<file path="config.mk">
export PLATFORM = sky130hd
export DESIGN_NAME = chess_turn_controller
export DESIGN_NICKNAME = d
export VERILOG_FILES = /design/src/rtl/chess_turn_controller.sv
export SDC_FILE = /design/constraint.sdc
export NUM_CORES = 1
export LEC_CHECK = 0
export ABC_CLOCK_PERIOD_IN_PS = 2200
export CAP_MARGIN = 20
export CORE_MARGIN = 4
export CORE_UTILIZATION = 48
export CTS_CLUSTER_DIAMETER = 200
export CTS_CLUSTER_SIZE = 28
export DETAILED_ROUTE_END_ITERATION = 7
export PLACE_DENSITY = 0.82
export SLEW_MARGIN = 15
export SYNTH_ARGS = -nofsm -noshare
export SYNTH_HDL_FRONTEND = slang
export SYNTH_SLANG_ARGS = --single-unit
</file>
<file path="constraint.sdc">
create_clock -name clk_four -period 2.2 [get_ports clk_four]
set_input_delay 0.66 -clock clk_four [delete_from_list [all_inputs] [get_ports clk_four]]
set_output_delay 0.66 -clock clk_four [all_outputs]
set_load 0.01 [all_outputs]
</file>
<file path="src/rtl/chess_turn_controller.sv">
// Two-player chess clock: button edge detection, turn FSM, per-player
// countdown timers with increment on turn end and flag-fall detection.
module chess_turn_controller #(
    parameter int unsigned TIME_W    = 3,
    parameter int unsigned INIT_TIME = 7,
    parameter int unsigned INC       = 0
) (
    input  logic              clk_four,
    input  logic              reset,
    input  logic              start_button,
    input  logic              button1,
    input  logic              button2,
    input  logic              tick,
    output logic              player,
    output logic              running,
    output logic [TIME_W-1:0] timer1,
    output logic [TIME_W-1:0] timer2,
    output logic              zero1,
    output logic              zero2,
    output logic [2:0]        state
);

    localparam int unsigned SUM_W = TIME_W + 32;
    localparam logic [TIME_W-1:0] INIT_VAL = TIME_W'(INIT_TIME);
    localparam logic [SUM_W-1:0]  MAX_SUM  = SUM_W'({TIME_W{1'b1}});
    localparam logic [SUM_W-1:0]  INC_SUM  = SUM_W'(INC);

    typedef enum logic [2:0] {
        IDLE  = 3'd0,
        RUN1  = 3'd1,
        RUN2  = 3'd2,
        PAUSE = 3'd3,
        FLAG  = 3'd4
    } state_t;

    state_t fsm;
    logic   paused_player;

    // Input registers: {start, button2, button1}
    logic [2:0] btn_cur;
    logic [2:0] btn_prev;
    logic [2:0] btn_armed;
    logic       tick_q;
    logic [2:0] press;
    logic       start_p;
    logic       b1_p;
    logic       b2_p;

    // A button only arms once it has been seen low, so a level held
    // through reset cannot masquerade as a fresh press.
    always_ff @(posedge clk_four or posedge reset) begin
        if (reset) begin
            btn_cur   <= 3'b000;
            btn_prev  <= 3'b000;
            btn_armed <= 3'b000;
            tick_q    <= 1'b0;
        end else begin
            btn_cur   <= {start_button, button2, button1};
            btn_prev  <= btn_cur;
            btn_armed <= btn_armed | ~{start_button, button2, button1};
            tick_q    <= tick;
        end
    end

    assign press   = btn_cur & ~btn_prev & btn_armed;
    assign start_p = press[2];
    assign b2_p    = press[1];
    assign b1_p    = press[0];

    // Next value of the active player's timer: decrement, then flag or increment
    logic [TIME_W-1:0] act_time;
    logic [TIME_W-1:0] act_dec;
    logic [TIME_W-1:0] act_inc;
    logic [TIME_W-1:0] act_next;
    logic [SUM_W-1:0]  act_sum;
    logic              act_press;
    logic              act_flag;

    always_comb begin
        act_time  = (fsm == RUN2) ? timer2 : timer1;
        act_press = (fsm == RUN2) ? b2_p : b1_p;
        act_flag  = tick_q && (act_time == TIME_W'(1));
        act_dec   = (tick_q && (act_time != '0)) ? act_time - TIME_W'(1) : act_time;
        act_sum   = SUM_W'(act_dec) + INC_SUM;
        act_inc   = (act_sum > MAX_SUM) ? {TIME_W{1'b1}} : act_sum[TIME_W-1:0];
        if (act_flag) begin
            act_next = '0;
        end else if (act_press) begin
            act_next = act_inc;
        end else begin
            act_next = act_dec;
        end
    end

    always_ff @(posedge clk_four or posedge reset) begin
        if (reset) begin
            fsm           <= IDLE;
            player        <= 1'b0;
            running       <= 1'b0;
            timer1        <= INIT_VAL;
            timer2        <= INIT_VAL;
            zero1         <= 1'b0;
            zero2         <= 1'b0;
            paused_player <= 1'b0;
        end else begin
            case (fsm)
                IDLE: begin
                    timer1 <= INIT_VAL;
                    timer2 <= INIT_VAL;
                    if (start_p) begin
                        fsm     <= RUN1;
                        player  <= 1'b0;
                        running <= 1'b1;
                    end
                end
                RUN1, RUN2: begin
                    if (start_p) begin
                        fsm           <= PAUSE;
                        running       <= 1'b0;
                        paused_player <= (fsm == RUN2);
                    end else begin
                        if (fsm == RUN1) begin
                            timer1 <= act_next;
                        end else begin
                            timer2 <= act_next;
                        end
                        if (act_flag) begin
                            fsm     <= FLAG;
                            running <= 1'b0;
                            if (fsm == RUN1) begin
                                zero1 <= 1'b1;
                            end else begin
                                zero2 <= 1'b1;
                            end
                        end else if (act_press) begin
                            fsm    <= (fsm == RUN1) ? RUN2 : RUN1;
                            player <= (fsm == RUN1);
                        end
                    end
                end
                PAUSE: begin
                    if (start_p) begin
                        fsm     <= paused_player ? RUN2 : RUN1;
                        player  <= paused_player;
                        running <= 1'b1;
                    end
                end
                FLAG: begin
                    if (start_p) begin
                        fsm    <= IDLE;
                        player <= 1'b0;
                        timer1 <= INIT_VAL;
                        timer2 <= INIT_VAL;
                        zero1  <= 1'b0;
                        zero2  <= 1'b0;
                    end
                end
                default: begin
                    fsm     <= IDLE;
                    running <= 1'b0;
                end
            endcase
        end
    end

    assign state = fsm;

endmodule

</file>
# == Yosys cells after proc, flatten, opt, wreduce, memory -nomap -nowiden ==
# Cells that the tools add are included.
# op_classes
add_sub_neg,1
magnitude_cmp,1
eq_ne,18
n_mux,40
bitwise_logic,6
reduce_logical,18
# op_table
op,count
$mux 3,16
$ne 2x2->1 const B,9
$pmux 3 s3,2
$mux 1,15
$pmux 3 s4,1
$reduce_and 4->1,3
$reduce_and 5->1,2
$reduce_bool 3->1,3
$and 3x3->3,2
$eq 3x1->1 const B,2
$eq 3x2->1 const B,2
$not 3->3,2
$pmux 1 s3,2
$reduce_and 6->1,1
$reduce_or 2->1,3
$mux 2,2
$ne 2x1->1 const B,2
$ne 4x4->1 const B,1
$pmux 1 s2,2
$eq 3x3->1 const B,1
$gt 3x3->1 const B,1
$logic_not 3->1,1
$ne 3x3->1 const B,1
$or 3x3->3,1
other kinds (6),7
# word_totals
register_bits,24
in_bits,6
out_inout_bits,13

# == Longest topological paths before layout ==
# depth
depth_word,12
ltp_mapped,13

# == Least setup slack after synthesis ==
# Ideal clock, no wire load.
# synth_timing
kind,flip-flop to flip-flop
from,register fsm[2] (netlist: state[2])
to,register timer1[0]
t_arrival_ns,2.326
required_ns,2.116
slack_ns,-0.210
stages_incl_launch_ff,12
path_buffers,2
cell_sequence,dfrtp_1 -> buf_6 -> nor3b_4 -> mux2i_1 -> ha_1 -> ha_1 -> nor2b_1 -> clkbuf_1 -> xor2_1 -> a2111o_1 -> o21ai_0 -> a21oi_1
# synth_between
elab_chain_cells,12
elab_cells_between_ends,25
cone_classes,1 x add/sub; 1 x order compare; 7 x eq/ne; 9 x mux; 7 x reduce/logical
# synth_rtl
item,line_no,source
start: declaration,36,state_t fsm;
start signal: assignment,136,fsm <= (fsm == RUN1) ? RUN2 : RUN1;
start signal: assignment,143,fsm <= paused_player ? RUN2 : RUN1;
"parallel branches: the longest is 12 deep, another holds $sub 3x1->3",--,
end signal: assignment,123,timer1 <= act_next;
end: declaration,16,"output logic [TIME_W-1:0] timer1,"
# Several ways; the timed one is not identified. The select of a mux whose other input is x is not followed.
# A chain may end at the register's enable or synchronous reset.

# == Worst setup path after layout ==
# layout_timing
from,register fsm[0] (netlist: state[0])
to,register player
# layout_between
elab_chain_cells,6
elab_cells_between_ends,22
cone_classes,10 x eq/ne; 6 x mux; 6 x reduce/logical
# layout_rtl
item,line_no,source
$eq 3x2->1,"80, 81, 106",
$mux 3,80,act_time = (fsm == RUN2) ? timer2 : timer1;
$eq 3x1->1,82,act_flag = tick_q && (act_time == TIME_W'(1));
$logic_and 1x1->1,82,
$ne 2x2->1 (no line),--,
$reduce_and 6->1 (no line),--,
end signal: assignment,137,player <= (fsm == RUN1);
end signal: assignment,144,player <= paused_player;
end: declaration,14,"output logic player,"
# Parallel ways exist; a longest one is shown, timed or not. The select of a mux whose other input is x is not followed.

==> summary.txt <==
Routing
  • 1st-iter DRT viols: 39
  • Routed length per placed instance: 16.3 um
  • Post-DRT Antenna Nets: 0
  • WL final: between 3000 and 4000 um
  • Total iterations of the first detailed-routing run: 5
  • DRC viols: 0
  • Vias/cell: 5.93
  • Vias after detailed routing: approximately 1200

Die
  • Row count: 18
  • CORE AREA: 2570 um2
  • Die W: 60.7 um
  • Die Y: 60.7 um
  • Die footprint: 3680 um2
  • Initial Utilization: between 50% and 60%
  • I/O pin cnt: 19

Critical path
  • Worst-path fanout max: 5
  • Critical Path AT: ~2.5 ns
  • Setup CP Type: reg2reg
  • Data required, critical path: 2.42 ns
  • Worst Setup EP: player
  • Worst R2R Path Depth: 7
  • CP startpoint: state[0]
  • Worst reg2reg path endpoint: player
  • CP Launch Type: flip-flop
  • CP Capture Type: flip-flop
  • Reg2reg start: state[0]
  • Reg2reg setup slack: -0.03 ns

Clock network
  • Clk_lat worst skew: 0.33 ns
  • Clock-pin slew on the worst setup and hold paths: ~0.14 ns
  • Root buf cell: clkbuf_4
  • # hold bufs at CTS: 0
  • CTS tree: built
  • Cts bufs inserted: 3
  • # H-tree levels: 1
  • CTS Sinks: 24
  • Clock Path Buffers: 2

Finish
  • Antenna diode count: 0
  • NumNets Final: approximately 180
  • Layout cells sized above 1: a little under a quarter
  • FILL cells: 219
  • Area delta synth->final: 28.8%

Timing
  • Final min period: around 2.2 ns
  • Final Setup Violations: 3
  • Worst slew margin: ~59%
  • Fin worst setup slack: -0.0319 ns
  • Slew @ Worst Pin: approximately 0.6 ns
  • RSZ-0062 raised after global routing: true
  • Crit share post-route: 101%
  • Clock skew: approximately 0.0089 ns
  • Slew Viols, Final: 0
  • Fmax: 0.448 GHz
  • Fin. Hold Viols: 0
  • Total Neg Setup Slack: -0.0599 ns

Logic synthesis
  • Syn Inst Count: 140
  • Synth Area in XOR/XNOR: 1.97%
  • Count leader, synth: dfrtp_1
  • Simple-gate share of the synthesized area: 21.9%
  • Syn. warnings: 0
  • Sequential fraction of the synthesis area: 45.7%
  • Netlist cell types: 43
  • Post-Syn Area: 1330 um2
  • Synth top area share: 33.8%
  • Post-synthesis register bit count: 24
  • Mux share of post-synthesis cell area: around 3.1%
  • Synth Area in Adders: under 10%
  • Largest family of logic cells by synthesized area: simple AND/OR/NAND/NOR gates
  • Syn nets: ~150
  • Post-synth EDFFs: 0
  • Syn avg cell area: 9.51 um2
  • Synth area leaders: dfrtp_1 (34%), dfstp_2 (12%), o21ai_0 (4.1%), a21oi_1 (3.8%), nand2_1 (3.7%)
  • Asr flop ratio synth: 100%
  • Biggest area consumer among synthesized cells: dfrtp_1
  • Synth cell count leaders: dfrtp_1 (18), nand2_1 (13), o21ai_0 (11)
  • Synth Area in Compound Gates: around a fifth
  • Top_reg_cell synth: dfrtp_1

GRT
  • Largest net degree at the start of global routing: 17
  • Global route overflow: 0
  • First-pass GRT wire length: 5400 um
  • Total global-route track usage: 19.9%
  • Antenna violations before repair: 0
  • Vias in the first global route: 1136

Job
  • Max-Cap Viols: 0

Placed design
  • DP Worst Slack: -0.0294 ns
  • Post-DP HPWL: 2400 um
  • Final Wtd Congestion: a little over 0.9
  • PortBufs: 18

Power
  • Peak supply drop: 0.893 mV
  • PD cells: 1380 nW/um2
  • Final Power: 2.36 mW
  • Leak pwr: about 0.73 nW

Outcome
  • Status: complete, but fails checks
  • Failing checks: setup timing

Hold path
  • Hold crit path type: reg2reg
  • Worst Hold Launch: btn_cur[0]
## logic make-up after synthesis
family          count (synthesis)
simple gates                   50
xor+xnor                        3
flops                          24
mux                             4
buf+inv                        14
compound gates                 42
fa+ha+maj                       3
## per-stage QoR
step / cells / hold WS, ns / utilization (%) / instance area (um2)
after CTS: 196 / 0.396 / 65.2 / 1670
after floorplan: 140 / 0.354 / - / 1340
after detailed placement: 191 / 0.364 / 62.4 / 1600
after global placement: 191 / 0.358 / 62.4 / 1600
after global routing: 199 / 0.423 / 66.8 / 1710
final: 199 / 0.393 / 66.8 / 1710
## per-layer routing
metal / share of wire [%] / wire length, um / vias to the layer above / global-route usage [%]
li1: - / - / 561 / -
met5: 0 / 0 / - / 0
met4: 1.6 / 51 / 0 / 5.57
met3: 5.9 / 191 / 6 / 5.53
met2: 50 / 1620 / 45 / 32.5
met1: 43 / 1380 / 568 / 26.0
## worst max-delay path, cell delays in order (launching register included)
cell      delay [ns]
dfrtp_1         0.45
nor3b_4         0.27
mux2i_2         0.33
ha_2            0.26
nand3b_1        0.13
a311oi_2        0.30
a21oi_2         0.09
mux2_4          0.30
## worst min path at each step
| stage | to | cells past startpoint |
|---|---|---|
| 2_1_floorplan | btn_prev[0] | 0 |
| 3_3_place_gp | btn_prev[0] | 0 |
| 3_5_place_dp | btn_prev[0] | 0 |
| 4_1_cts | btn_prev[0] | 0 |
| 5_1_grt | btn_prev[0] | 0 |
| 6_report | btn_prev[0] | 0 |
## layout by cell type (no fill, tap or decap), types with 2 or more instances in the layout
cell / Yosys / layout
clkbuf_4: 0 / 3
dfstp_2: 6 / 6
nor2_1: 9 / 9
a22oi_1: 2 / 2
nor4_1: 2 / 2
ha_2: 0 / 2
nand2_1: 13 / 12
buf_4: 0 / 15
mux2i_1: 3 / 2
nor3_1: 5 / 5
o21ai_0: 11 / 9
clkdlybuf4s50_1: 0 / 17
a21oi_1: 10 / 9
xor2_1: 2 / 2
inv_1: 5 / 5
and3b_1: 3 / 2
a211o_1: 2 / 2
o21ai_1: 3 / 4
a31oi_1: 3 / 3
nand2b_1: 7 / 7
dfrtp_1: 18 / 18
nand3b_1: 4 / 4
## flip-flops by register name (all words and copies together) (netlist names)
register and count:
tick_q 1, zero2 1, timer1 3, zero1 1, player 1, btn_armed 3
running 1, state 3, btn_cur 3, btn_prev 3, timer2 3, paused_player 1
## repair_timing
item,4_1_cts,5_1_grt
pin swaps,2,1
setup endpoints to repair,7,14
cloned,0,0
setup buffers,1,3
gates resized for setup,3,7
## where the power goes
part           switching (mW)  internal (mW)
Combinational           0.646          0.680
Sequential              0.120          0.588
Clock                   0.142          0.184
Total                   0.907           1.45
## area by class of cell
cell class              instances  area, um2  share of cell area (%)
flip-flops and latches         24        608                    35.5
inverters                       5       18.8                    1.09
clock inverters                 1       30.0                    1.75
repair buffers                 34        307                    17.9
well taps                      30       37.5                    2.19
multi-input cells             102        691                    40.3
clock buffers                   3       22.5                    1.31
No activity file was read; power rests on OpenSTA's default activity.
